$ cat src/rtl/mul_div_unit_pkg.sv
// Shared op codes, FSM state encoding and op decode for the mul/div unit.
// Macros are guarded so a common defines header can supply them first.
`ifndef EXE_MULT_OP
`define EXE_MULT_OP  8'b00011000
`define EXE_MULTU_OP 8'b00011001
`define EXE_DIV_OP   8'b00011010
`define EXE_DIVU_OP  8'b00011011
`endif

package mul_div_unit_pkg;

  localparam logic [7:0] OP_MULT  = `EXE_MULT_OP;
  localparam logic [7:0] OP_MULTU = `EXE_MULTU_OP;
  localparam logic [7:0] OP_DIV   = `EXE_DIV_OP;
  localparam logic [7:0] OP_DIVU  = `EXE_DIVU_OP;

  typedef enum logic [1:0] {
    IDLE = 2'd0,
    RUN  = 2'd1,
    SIGN = 2'd2,
    DONE = 2'd3
  } state_e;

  function automatic logic op_valid(input logic [7:0] op);
    logic v;
    v = 1'b0;
    unique case (1'b1)
      op == OP_MULT:  v = 1'b1;
      op == OP_MULTU: v = 1'b1;
      op == OP_DIV:   v = 1'b1;
      op == OP_DIVU:  v = 1'b1;
      default:        v = 1'b0;
    endcase
    return v;
  endfunction

endpackage

$ cat src/rtl/mul_div_unit_sign_fix.sv
// Conditional two's-complement negate, used to take magnitudes and to
// restore result signs.
module sign_fix #(
  parameter int WIDTH = 32
) (
  input  logic [WIDTH-1:0] x_i,
  input  logic             neg_i,
  output logic [WIDTH-1:0] y_o
);

  assign y_o = neg_i ? -x_i : x_i;

endmodule

$ cat src/rtl/mul_div_unit.sv
// Iterative radix-2 multiply/divide unit: WIDTH run cycles plus a sign
// cycle and a done cycle; cancel aborts, reset clears everything.
module mul_div_unit
  import mul_div_unit_pkg::*;
#(
  parameter int WIDTH = 32
) (
  input  logic             clk,
  input  logic             rst,
  input  logic             start,
  input  logic [7:0]       op,
  input  logic [WIDTH-1:0] a,
  input  logic [WIDTH-1:0] b,
  input  logic             cancel,
  output logic             busy,
  output logic             done,
  output logic [WIDTH-1:0] hi,
  output logic [WIDTH-1:0] lo
);

  localparam int CW = $clog2(WIDTH) + 1;
  localparam logic [CW-1:0] LAST = CW'(WIDTH - 1);

  state_e state_q, state_d;
  logic [CW-1:0] cnt_q, cnt_d;
  logic [WIDTH-1:0] acc_hi_q, acc_hi_d;
  logic [WIDTH-1:0] acc_lo_q, acc_lo_d;
  logic [WIDTH-1:0] dsr_q, dsr_d;
  logic is_mul_q, is_mul_d;
  logic neg_hi_q, neg_hi_d;
  logic neg_lo_q, neg_lo_d;
  logic [WIDTH-1:0] hi_q, hi_d;
  logic [WIDTH-1:0] lo_q, lo_d;
  logic done_q, done_d;

  logic signed_op, mul_op, sgn_x;
  logic [WIDTH-1:0] ua, ub;
  logic [2*WIDTH-1:0] prod_y;
  logic [WIDTH-1:0] quo_y, rem_y;
  logic [WIDTH:0] sum, shl;
  logic [WIDTH-1:0] sub;
  logic ge;

  assign signed_op = (op == OP_MULT) || (op == OP_DIV);
  assign mul_op    = (op == OP_MULT) || (op == OP_MULTU);
  assign sgn_x     = a[WIDTH-1] ^ b[WIDTH-1];

  sign_fix #(.WIDTH(WIDTH)) u_fix_a (
    .x_i(a), .neg_i(signed_op & a[WIDTH-1]), .y_o(ua)
  );
  sign_fix #(.WIDTH(WIDTH)) u_fix_b (
    .x_i(b), .neg_i(signed_op & b[WIDTH-1]), .y_o(ub)
  );
  sign_fix #(.WIDTH(2*WIDTH)) u_fix_p (
    .x_i({acc_hi_q, acc_lo_q}), .neg_i(neg_lo_q), .y_o(prod_y)
  );
  sign_fix #(.WIDTH(WIDTH)) u_fix_q (
    .x_i(acc_lo_q), .neg_i(neg_lo_q), .y_o(quo_y)
  );
  sign_fix #(.WIDTH(WIDTH)) u_fix_r (
    .x_i(acc_hi_q), .neg_i(neg_hi_q), .y_o(rem_y)
  );

  // Multiply: multiplier sits in acc_lo and shifts out as product shifts in.
  assign sum = {1'b0, acc_hi_q}
             + (acc_lo_q[0] ? {1'b0, dsr_q} : '0);
  // Divide: restoring step; a zero divisor always subtracts, giving all-ones.
  assign shl = {acc_hi_q, acc_lo_q[WIDTH-1]};
  assign ge  = shl >= {1'b0, dsr_q};
  assign sub = shl[WIDTH-1:0] - dsr_q;

  always_comb begin
    state_d  = state_q;
    cnt_d    = cnt_q;
    acc_hi_d = acc_hi_q;
    acc_lo_d = acc_lo_q;
    dsr_d    = dsr_q;
    is_mul_d = is_mul_q;
    neg_hi_d = neg_hi_q;
    neg_lo_d = neg_lo_q;
    hi_d     = hi_q;
    lo_d     = lo_q;
    done_d   = 1'b0;
    unique case (state_q)
      IDLE: begin
        if (start && !cancel && op_valid(op)) begin
          state_d  = RUN;
          cnt_d    = '0;
          acc_hi_d = '0;
          acc_lo_d = ua;
          dsr_d    = ub;
          is_mul_d = mul_op;
          neg_lo_d = signed_op & sgn_x & (mul_op | (|b));
          neg_hi_d = signed_op & (mul_op ? sgn_x : a[WIDTH-1]);
        end
      end
      RUN: begin
        if (cancel) begin
          state_d = IDLE;
        end else begin
          cnt_d = cnt_q + CW'(1);
          if (is_mul_q) begin
            acc_hi_d = sum[WIDTH:1];
            acc_lo_d = {sum[0], acc_lo_q[WIDTH-1:1]};
          end else begin
            acc_hi_d = ge ? sub : shl[WIDTH-1:0];
            acc_lo_d = {acc_lo_q[WIDTH-2:0], ge};
          end
          if (cnt_q == LAST) state_d = SIGN;
        end
      end
      SIGN: begin
        if (cancel) begin
          state_d = IDLE;
        end else begin
          state_d = DONE;
          if (is_mul_q) begin
            {acc_hi_d, acc_lo_d} = prod_y;
          end else begin
            acc_hi_d = rem_y;
            acc_lo_d = quo_y;
          end
        end
      end
      DONE: begin
        state_d = IDLE;
        if (!cancel) begin
          done_d = 1'b1;
          hi_d   = acc_hi_q;
          lo_d   = acc_lo_q;
        end
      end
      default: state_d = IDLE;
    endcase
  end

  always_ff @(posedge clk) begin
    if (rst) begin
      state_q  <= IDLE;
      cnt_q    <= '0;
      acc_hi_q <= '0;
      acc_lo_q <= '0;
      dsr_q    <= '0;
      is_mul_q <= 1'b0;
      neg_hi_q <= 1'b0;
      neg_lo_q <= 1'b0;
      hi_q     <= '0;
      lo_q     <= '0;
      done_q   <= 1'b0;
    end else begin
      state_q  <= state_d;
      cnt_q    <= cnt_d;
      acc_hi_q <= acc_hi_d;
      acc_lo_q <= acc_lo_d;
      dsr_q    <= dsr_d;
      is_mul_q <= is_mul_d;
      neg_hi_q <= neg_hi_d;
      neg_lo_q <= neg_lo_d;
      hi_q     <= hi_d;
      lo_q     <= lo_d;
      done_q   <= done_d;
    end
  end

  assign busy = state_q != IDLE;
  assign done = done_q;
  assign hi   = hi_q;
  assign lo   = lo_q;

endmodule
$ cat config.mk
export PLATFORM = sky130hd
export DESIGN_NAME = mul_div_unit
export DESIGN_NICKNAME = d
export VERILOG_FILES = /design/src/rtl/mul_div_unit_pkg.sv /design/src/rtl/mul_div_unit_sign_fix.sv /design/src/rtl/mul_div_unit.sv
export SDC_FILE = /design/constraint.sdc
export NUM_CORES = 1
export LEC_CHECK = 0
export CORE_UTILIZATION = 60
export DETAILED_ROUTE_END_ITERATION = 10
export GPL_TIMING_DRIVEN = 0
export HOLD_SLACK_MARGIN = 0.03
export MAX_ROUTING_LAYER = met4
export PLACE_DENSITY = 0.82
export RECOVER_POWER = 100
export SYNTH_ARGS = -nofsm -noshare
export SYNTH_HDL_FRONTEND = slang
export SYNTH_HIERARCHICAL = 1
export SYNTH_SLANG_ARGS = --single-unit
export TNS_END_PERCENT = 20
$ cat constraint.sdc
create_clock -name clk -period 3.5 [get_ports clk]
set_input_delay 1.05 -clock clk [delete_from_list [all_inputs] [get_ports clk]]
set_output_delay 1.05 -clock clk [all_outputs]
set_load 0.1 [all_outputs]
==> metrics.md, run 1 <==
| Metric | Value |
|---|---|
| Switching share of power | `34.9%` |
| Worst Hold Class | `flip-flop to flip-flop` |
| CP cell instances | `or4_4 -> or4_4 -> or4_4 -> o41ai_4 -> xnor2_1 -> mux2i_1 -> nor3_1 -> a21oi_1 -> nor2_1 -> a211oi_1 -> a2bb2oi_1` |
| Setup repair after global routing missed its margin | `yes` |
| CTS tree | `done` |
| NetSw | `between 1.5 and 2 mW` |
| Full die area | `28800 um^2` |
| Area contributors post-synth | `dfxtp_1 (20%), xnor2_1 (11%), a21oi_1 (7.7%)` |
| Worst-Skew Late Latency | `around 0.46 ns` |
| Initial Utilization | `60.9%` |
| Worst EP required | `3.83 ns` |
| Max Fclk | `between 0.2 and 0.3 GHz` |
| Post-DP HPWL | `46600 um` |
| Detail Route Antenna Nets | `0` |
| Cts hold-fix bufs | `0` |
| Synth Instances | `2297` |
| Hold_ws | `0.451 ns` |
| Rows | `61` |
| Mux contribution to synthesized area | `just under 7%` |
| Vias in the first global route | `16700` |
| Syn Nets | `2449` |
| Worst path most repeated cell | `or4_4` |
| Placer Congestion | `1.03` |
| Grt total ovfl | `0` |
| WL final | `61100 um` |
| CTS H-Tree Depth | `4` |
| Yosys reg bits | `between 150 and 200` |
| Count of pins over their slew limit | `0` |
| TritonCTS Sinks | `between 150 and 200` |
| Drt wl/cell | `21.4 um` |
| Met2 usage | `61.3%` |
| LEAKAGE | `between 7 and 8 nW` |
| Crit. End Element | `flip-flop` |
| Worst setup path class | `flip-flop to flip-flop` |
| Largest family of logic cells by synthesized area | `compound AO/OA/AOI/OAI gates` |
| Largest delay share family, worst path | `simple AND/OR/NAND/NOR gates` |
| Synth Warn # | `6` |
| GRT Util Overall | `between 40% and 50%` |
| Fin nets | `2614` |
| Vias per cell | `roughly 6.6` |
| Met3 layer usage reported by global route | `8.93%` |
| Share of total power in the clock network | `38.3%` |
| N_diodes | `0` |
| # DRC | `0` |
| Seq/Total Area, Yosys | `20.4%` |
| Post-route minimum period | `3.54 ns` |
| Maximum VDD drop | `between 300 and 400 uV` |
| Post-synthesis xor/xnor area fraction | `12.3%` |
| Synth Area in Adders | `around 5.7%` |
| Share of post-route cells with drive strength above 1 | `8.49%` |
| Post-synth EDFFs | `0` |
| Clock root buffer | `clkbuf_16` |
| Share of the synthesized area in the top cell type | `20.4%` |
| Pre-Repair DR Iteration Count | `9` |
| Area growth syn-to-layout | `16.8%` |
| CP Max Fanout | `11` |
| Violated checks | `negative setup slack` |
| Hold Vio Cnt, Final | `0` |
| Async SR Flop Fraction | `0%` |
| Final-report setup violation count | `9` |
| Dpl ws | `-0.604 ns` |
| Synth Area in Simple Gates | `23.7%` |
| Area leader, netlist | `dfxtp_1` |
| Met1 usage | `roughly three fifths` |
| Reg clk slew, reported paths | `approximately 0.09 ns` |
| Largest net degree at the start of global routing | `17` |
| Crit path buffers/inverters | `0` |
| Post-Syn Area | `between 15000 and 20000 um^2` |
| Yosys cell types | `86` |
| Post-route clock period utilization | `101%` |
| Max cap viols | `0` |
| Area of the core | `27700 um^2` |
| CTS Buf Count | `17` |
| Post-synthesis compound-gate area fraction | `25.4%` |
| Avg Inst Size Synth | `7.35 um^2` |
| Actual slew at the worst max-slew pin | `~1.2 ns` |
| Slew Limit Headroom | `23.3%` |
| CP arrival | `3.87 ns` |
| Dpl cells | `2815` |
| Fill cells | `2298` |
| Die Width | `170 um` |
| PwrDens | `288 nW/um^2` |
| Final setup margin | `-0.0379 ns` |
| Critical path's slowest cell | `or4_4` |
| Logic gate share of total power | `25.4%` |
| Final setup skew | `0.0209 ns` |
| Synth Flop Type | `dfxtp_1` |
| Global-route wire length before repair | `92900 um` |
| Initial DRC count | `between 2000 and 3000` |
| Internal power | `between 3 and 4 mW` |
| Run status | `complete, but fails checks` |
| Post-Layout Cell Count | `2852` |
| Antenna violations before repair | `0` |
| Worst setup SP type | `flip-flop` |
| # IOs | `142` |
| IO buf count | `140` |
| Most numerous cell in the Yosys netlist | `nand2_1` |
| Seq pwr share | `36.2%` |
| Vias | `18900` |
| Synth cell count leaders | `nand2_1 (315), a21oi_1 (259), xnor2_1 (210)` |
| Largest stage delay, worst path | `around 0.59 ns` |
| Clock Path Buffers | `2` |
| Busiest grt layer | `met2` |
| Die Y | `170 um` |
## sequential cells by signal, indices dropped and copies added (netlist names), 2 cells and up
signal and cells:
acc_hi_q 32, acc_lo_q 32, cnt_q 6, dsr_q 32, hi 32, lo 32, state_q 2
## what timing repair did
item / CTS / global route
buffers inserted: 4 / 3
endpoints found under the setup margin: 42 / 51
pin swaps: 4 / 2
gates cloned: 0 / 0
gates resized for setup: 34 / 47
## path summary, 6_finish.rpt
path,startpoint,to,slack (ns),cells past startpoint
hold reg to reg,lo[28]$_SDFFE_PP0P_,lo[28]$_SDFFE_PP0P_,0.45,2
setup reg to reg,acc_hi_q[7]$_SDFFE_PP0P_,acc_hi_q[31]$_SDFFE_PP0P_,-0.04,11
hold / removal,lo[28]$_SDFFE_PP0P_,lo[28]$_SDFFE_PP0P_,0.45,2
setup / recovery,acc_hi_q[7]$_SDFFE_PP0P_,acc_hi_q[31]$_SDFFE_PP0P_,-0.04,11
## area by class of cell
class,instances,area [um^2],area share (%)
plain buffers,148,646,3.28
clock buffers,18,439,2.23
clock inverters,13,208,1.05
inverters,84,315,1.60
multi-input cells,1892,12700,64.5
flip-flops and latches,172,3480,17.6
well taps,378,473,2.40
repair buffers,147,1450,7.34
## logic make-up after synthesis
| kind of cell | Yosys count |
|---|---|
| muxes | 109 |
| and+or+nand+nor | 815 |
| AOI/OAI and AO/OA | 655 |
| DFF | 172 |
| xor gates and xnor gates | 237 |
| buffers and inverters | 233 |
| adders and majority gates | 76 |
## power groups by stage
stage	registers (mW)	clock network (mW)	logic [mW]
after global placement	2.09	0	1.20
after CTS	2.05	2.15	1.32
after detailed placement	2.10	0	1.21
after global routing	2.06	2.24	1.51
final	2.06	2.18	1.45
after floorplan	2.07	0	0.770
## layout by cell type (no fill, tap or decap), types with 17 or more instances in the layout
cell,n
dfxtp_1,148
nor2_1,181
a211oi_1,36
o21ai_0,85
nor3_1,35
ha_1,74
nand2b_1,24
and2_1,37
clkdlybuf4s50_1,72
a21o_1,22
clkbuf_1,110
a21oi_1,258
o41ai_1,50
or3_1,23
clkbuf_16,17
dlygate4sd3_1,67
o31ai_1,59
nand4_1,28
nand2_1,315
dfxtp_2,22
nor4_1,21
nand3_1,24
xnor2_1,210
xor2_1,27
mux2i_1,69
inv_1,83
or4_1,21
mux2_2,35
## stage by stage
step	setup TNS [ns]	util, %	cell area, um^2	power [mW]
after floorplan	0	-	16900	2.84
after global placement	-28.08	67.7	18700	3.29
after detailed placement	-34.43	67.7	18700	3.31
after CTS	-0.0541	70.5	19500	5.52
after global routing	-1.39	71.1	19700	5.80
final	-0.135	71.1	19700	5.68
## worst min-delay path, cell delays in order (launching register included)
cell and delay, ns:
dfxtp_1 0.31, nand2_1 0.05, a21oi_1 0.05
## layer usage
layer / vias up / wire length (um)
li1: 8636 / -
met1: 8756 / 25800
met2: 1334 / 25500
met3: 163 / 7800
met4: 0 / 1910
met5: - / 0
(Power assumes the default switching activity.)
==> run 2, diff against run 1 <==
--- a/config.mk
+++ b/config.mk
@@ -12,6 +12,7 @@
 export MAX_ROUTING_LAYER = met4
 export PLACE_DENSITY = 0.82
 export RECOVER_POWER = 100
+export SLEW_MARGIN = 15
 export SYNTH_ARGS = -nofsm -noshare
 export SYNTH_HDL_FRONTEND = slang
 export SYNTH_HIERARCHICAL = 1
==> metrics.md, run 2 (same netlist as run 1, synthesis figures left out) <==
| Metric | Value |
|---|---|
| Run status | `finished, final reports clean` |
| Logic gate share of total power | `26.2% (+0.8 points)` |
| Largest delay share family, worst path | `buffers and inverters` |
| # IOs | `142 (unchanged)` |
| Dpl cells | `2815 (unchanged)` |
| Global-route wire length before repair | `91900 um (-1.0%)` |
| Worst setup path class | `input port to flip-flop` |
| Pre-Repair DR Iteration Count | `6 (-3)` |
| Worst path most repeated cell | `clkbuf_1` |
| Area growth syn-to-layout | `16.9% (about the same)` |
| Cts hold-fix bufs | `0 (unchanged)` |
| Count of pins over their slew limit | `0 (unchanged)` |
| Slew Limit Headroom | `23.1% (-0.21 points)` |
| CP cell instances | `clkdlybuf4s50_1 -> clkbuf_1 -> clkbuf_1 -> clkbuf_1 -> a21oi_1` |
| Worst-Skew Late Latency | `0.46 ns (about the same)` |
| Hold EP | `lo[28]$_SDFFE_PP0P_` |
| Reg clk slew, reported paths | `0.07 ns (-0.02 ns)` |
| CP arrival | `3.80 ns (-0.07 ns)` |
| Pwr Total | `5.51 mW (-2.9%)` |
| Met2 WL | `25300 um (-1.0%)` |
| Reg2reg start | `acc_hi_q[7]$_SDFFE_PP0P_` |
| Hold Vio Cnt, Final | `0 (unchanged)` |
| Antenna violations before repair | `0 (unchanged)` |
| Crit. End Element | `flip-flop` |
| CP Max Fanout | `10 (-1)` |
| IO buf count | `140 (unchanged)` |
| Worst EP required | `3.81 ns (-0.02 ns)` |
| CTS Buf Count | `17 (unchanged)` |
| Final setup margin | `0.0131 ns (+0.0510 ns)` |
| NetSw | `2.03 mW (+2.5%)` |
| Worst setup SP type | `input port` |
| Max Fclk | `0.287 GHz (+1.5%)` |
| Clock Path Buffers | `2 (unchanged)` |
| Switching share of power | `36.8% (+1.9 points)` |
| Internal power | `3.49 mW (-5.8%)` |
| Drt wl/cell | `21.3 um (-0.66%)` |
| Final setup skew | `0.0150 ns (-0.00594 ns)` |
| Share of total power in the clock network | `36.5% (-1.8 points)` |
| Reg2reg setup slack | `0.02 ns (+0.06 ns)` |
| Post-Layout Cell Count | `2859 (+0.25%)` |
| Critical path's slowest cell | `clkbuf_1` |
| N_diodes | `0 (unchanged)` |
| Largest net degree at the start of global routing | `19 (+2)` |
| Commonest cells after routing, fill and taps aside | `nand2_1 (315), a21oi_1 (258), xnor2_1 (210), nor2_1 (183), dfxtp_1 (147)` |
| Seq pwr share | `37.3% (+1.1 points)` |
| Clock root buffer | `clkbuf_16` |
| Highest layer used for signal routing | `met4` |
| Critical hold path startpoint | `lo[28]$_SDFFE_PP0P_` |
| # DRC | `0 (unchanged)` |
| Reg2reg end | `acc_hi_q[31]$_SDFFE_PP0P_` |
| R2R cell count | `11 (unchanged)` |
| Initial Utilization | `60.9% (unchanged)` |
| Crit path buffers/inverters | `4 (+4)` |
| Cells on Worst Hold Path | `2 (unchanged)` |
| Post-route clock period utilization | `99.6% (-1.5 points)` |
| Hold_ws | `0.451 ns (+0.00000700 ns)` |
| Met3 wire length | `7990 um (+2.5%)` |
| Total Negative Setup Slacks | `0 ns (+0.135 ns)` |
| TritonCTS Sinks | `172 (unchanged)` |
| Die Width | `170 um (unchanged)` |
| Rows | `61 (unchanged)` |
| Dpl ws | `-0.580 ns (+0.0233 ns)` |
| Detail Route Antenna Nets | `0 (unchanged)` |
| Vias | `18800 (-0.68%)` |
| Post-DP HPWL | `46600 um (about the same)` |
| CTS H-Tree Depth | `4 (unchanged)` |
| WL final | `60800 um (-0.41%)` |
| Area of the core | `27700 um^2 (unchanged)` |
| Die Y | `170 um (unchanged)` |
| PwrDens | `280 nW/um^2 (-3.0%)` |
| Most common cell after layout, fill and taps aside | `nand2_1` |
| M1 wire length | `25500 um (-1.4%)` |
| Share of post-route cells with drive strength above 1 | `8.71% (+0.22 points)` |
| CTS tree | `done` |
| Largest stage delay, worst path | `0.87 ns (+0.28 ns)` |
| Actual slew at the worst max-slew pin | `1.16 ns (+0.00321 ns)` |
| Setup repair after global routing missed its margin | `yes` |
| Maximum VDD drop | `317 uV (+0.94%)` |
| Grt total ovfl | `0 (unchanged)` |
| Vias in the first global route | `16700 (-0.14%)` |
| Vias per cell | `6.56 (-0.93%)` |
| Worst Hold Class | `flip-flop to flip-flop` |
| Fin nets | `2620 (+0.23%)` |
| Placer Congestion | `1.03 (unchanged)` |
| Post-route minimum period | `3.49 ns (-0.0510 ns)` |
| LEAKAGE | `7.42 nW (+0.75%)` |
| GRT Util Overall | `42.3% (-0.29 points)` |
| Full die area | `28800 um^2 (unchanged)` |
| Initial DRC count | `2443 (-3.1%)` |
| Final-report setup violation count | `0 (-9)` |
| Max cap viols | `0 (unchanged)` |
-- run 2: cell count changes in the layout (fill, tap and decap cells not counted), moves of 3 or more --
cell	delta
dlymetal6s2s_1	+4
bufinv_16	-3
inv_6	+3
buf_2	-3
clkbuf_2	+4
clkdlybuf4s50_1	-4
buf_4	+4
-- run 2: layer usage --
layer / GRT usage, % / up-vias
li1: - / 8647
met1: 58.4 / 8613
met2: 60.2 / 1323
met3: 9.05 / 177
met4: 14.7 / 0
met5: - / -
-- run 2: final cells by class --
class	count	area [um^2]
multi-input combinational	1892	12700
fill	2338	7990
sequential	172	3480
timing repair buffer	152	1500
buffer	149	658
tap	378	473
clock buffer	17	425
inverter	84	315
clock inverter	15	170
-- run 2: metrics by stage --
step | cell area, um^2 | util, %
floorplan | 16900 | -
global placement | 18700 | 67.7
detailed placement | 18800 | 67.7
CTS | 19500 | 70.4
global route | 19700 | 71.2
finish | 19700 | 71.2
-- run 2: tightest hold or removal path: cells and delay by family (launching register included) --
kind	cells	cell delay, ns
flops	1	0.31
compound gates	1	0.05
simple gates	1	0.05
-- run 2: worst max-delay path by stage --
stage / start / to / cells past startpoint
floorplan: a[14] / acc_lo_q[30]$_SDFFE_PP0P_ / 9
global placement: acc_lo_q[0]$_SDFFE_PP0P_ / acc_hi_q[27]$_SDFFE_PP0P_ / 14
detailed placement: acc_lo_q[0]$_SDFFE_PP0P_ / acc_hi_q[27]$_SDFFE_PP0P_ / 14
CTS: is_mul_q$_SDFFE_PP0P_ / acc_hi_q[25]$_SDFFE_PP0P_ / 7
global route: acc_hi_q[7]$_SDFFE_PP0P_ / acc_hi_q[31]$_SDFFE_PP0P_ / 11
finish: rst / lo[6]$_SDFFE_PP0P_ / 5
-- run 2: power groups by stage --
stage                     Combinational, mW  Clock (mW)  Sequential (mW)
after detailed placement               1.22           0             2.10
after global routing                   1.50        2.08             2.06
after CTS                              1.32        2.00             2.05
final                                  1.44        2.01             2.06
after floorplan                       0.770           0             2.07
after global placement                 1.20           0             2.09
-- run 2: repair_timing --
| item | 4_1_cts | 5_1_grt |
|---|---|---|
| endpoints found under the hold margin | 0 | 0 |
| buffers inserted | 5 | 7 |
| gates resized for setup | 33 | 55 |
| pin swaps | 4 | 8 |
| endpoints found under the setup margin | 38 | 46 |
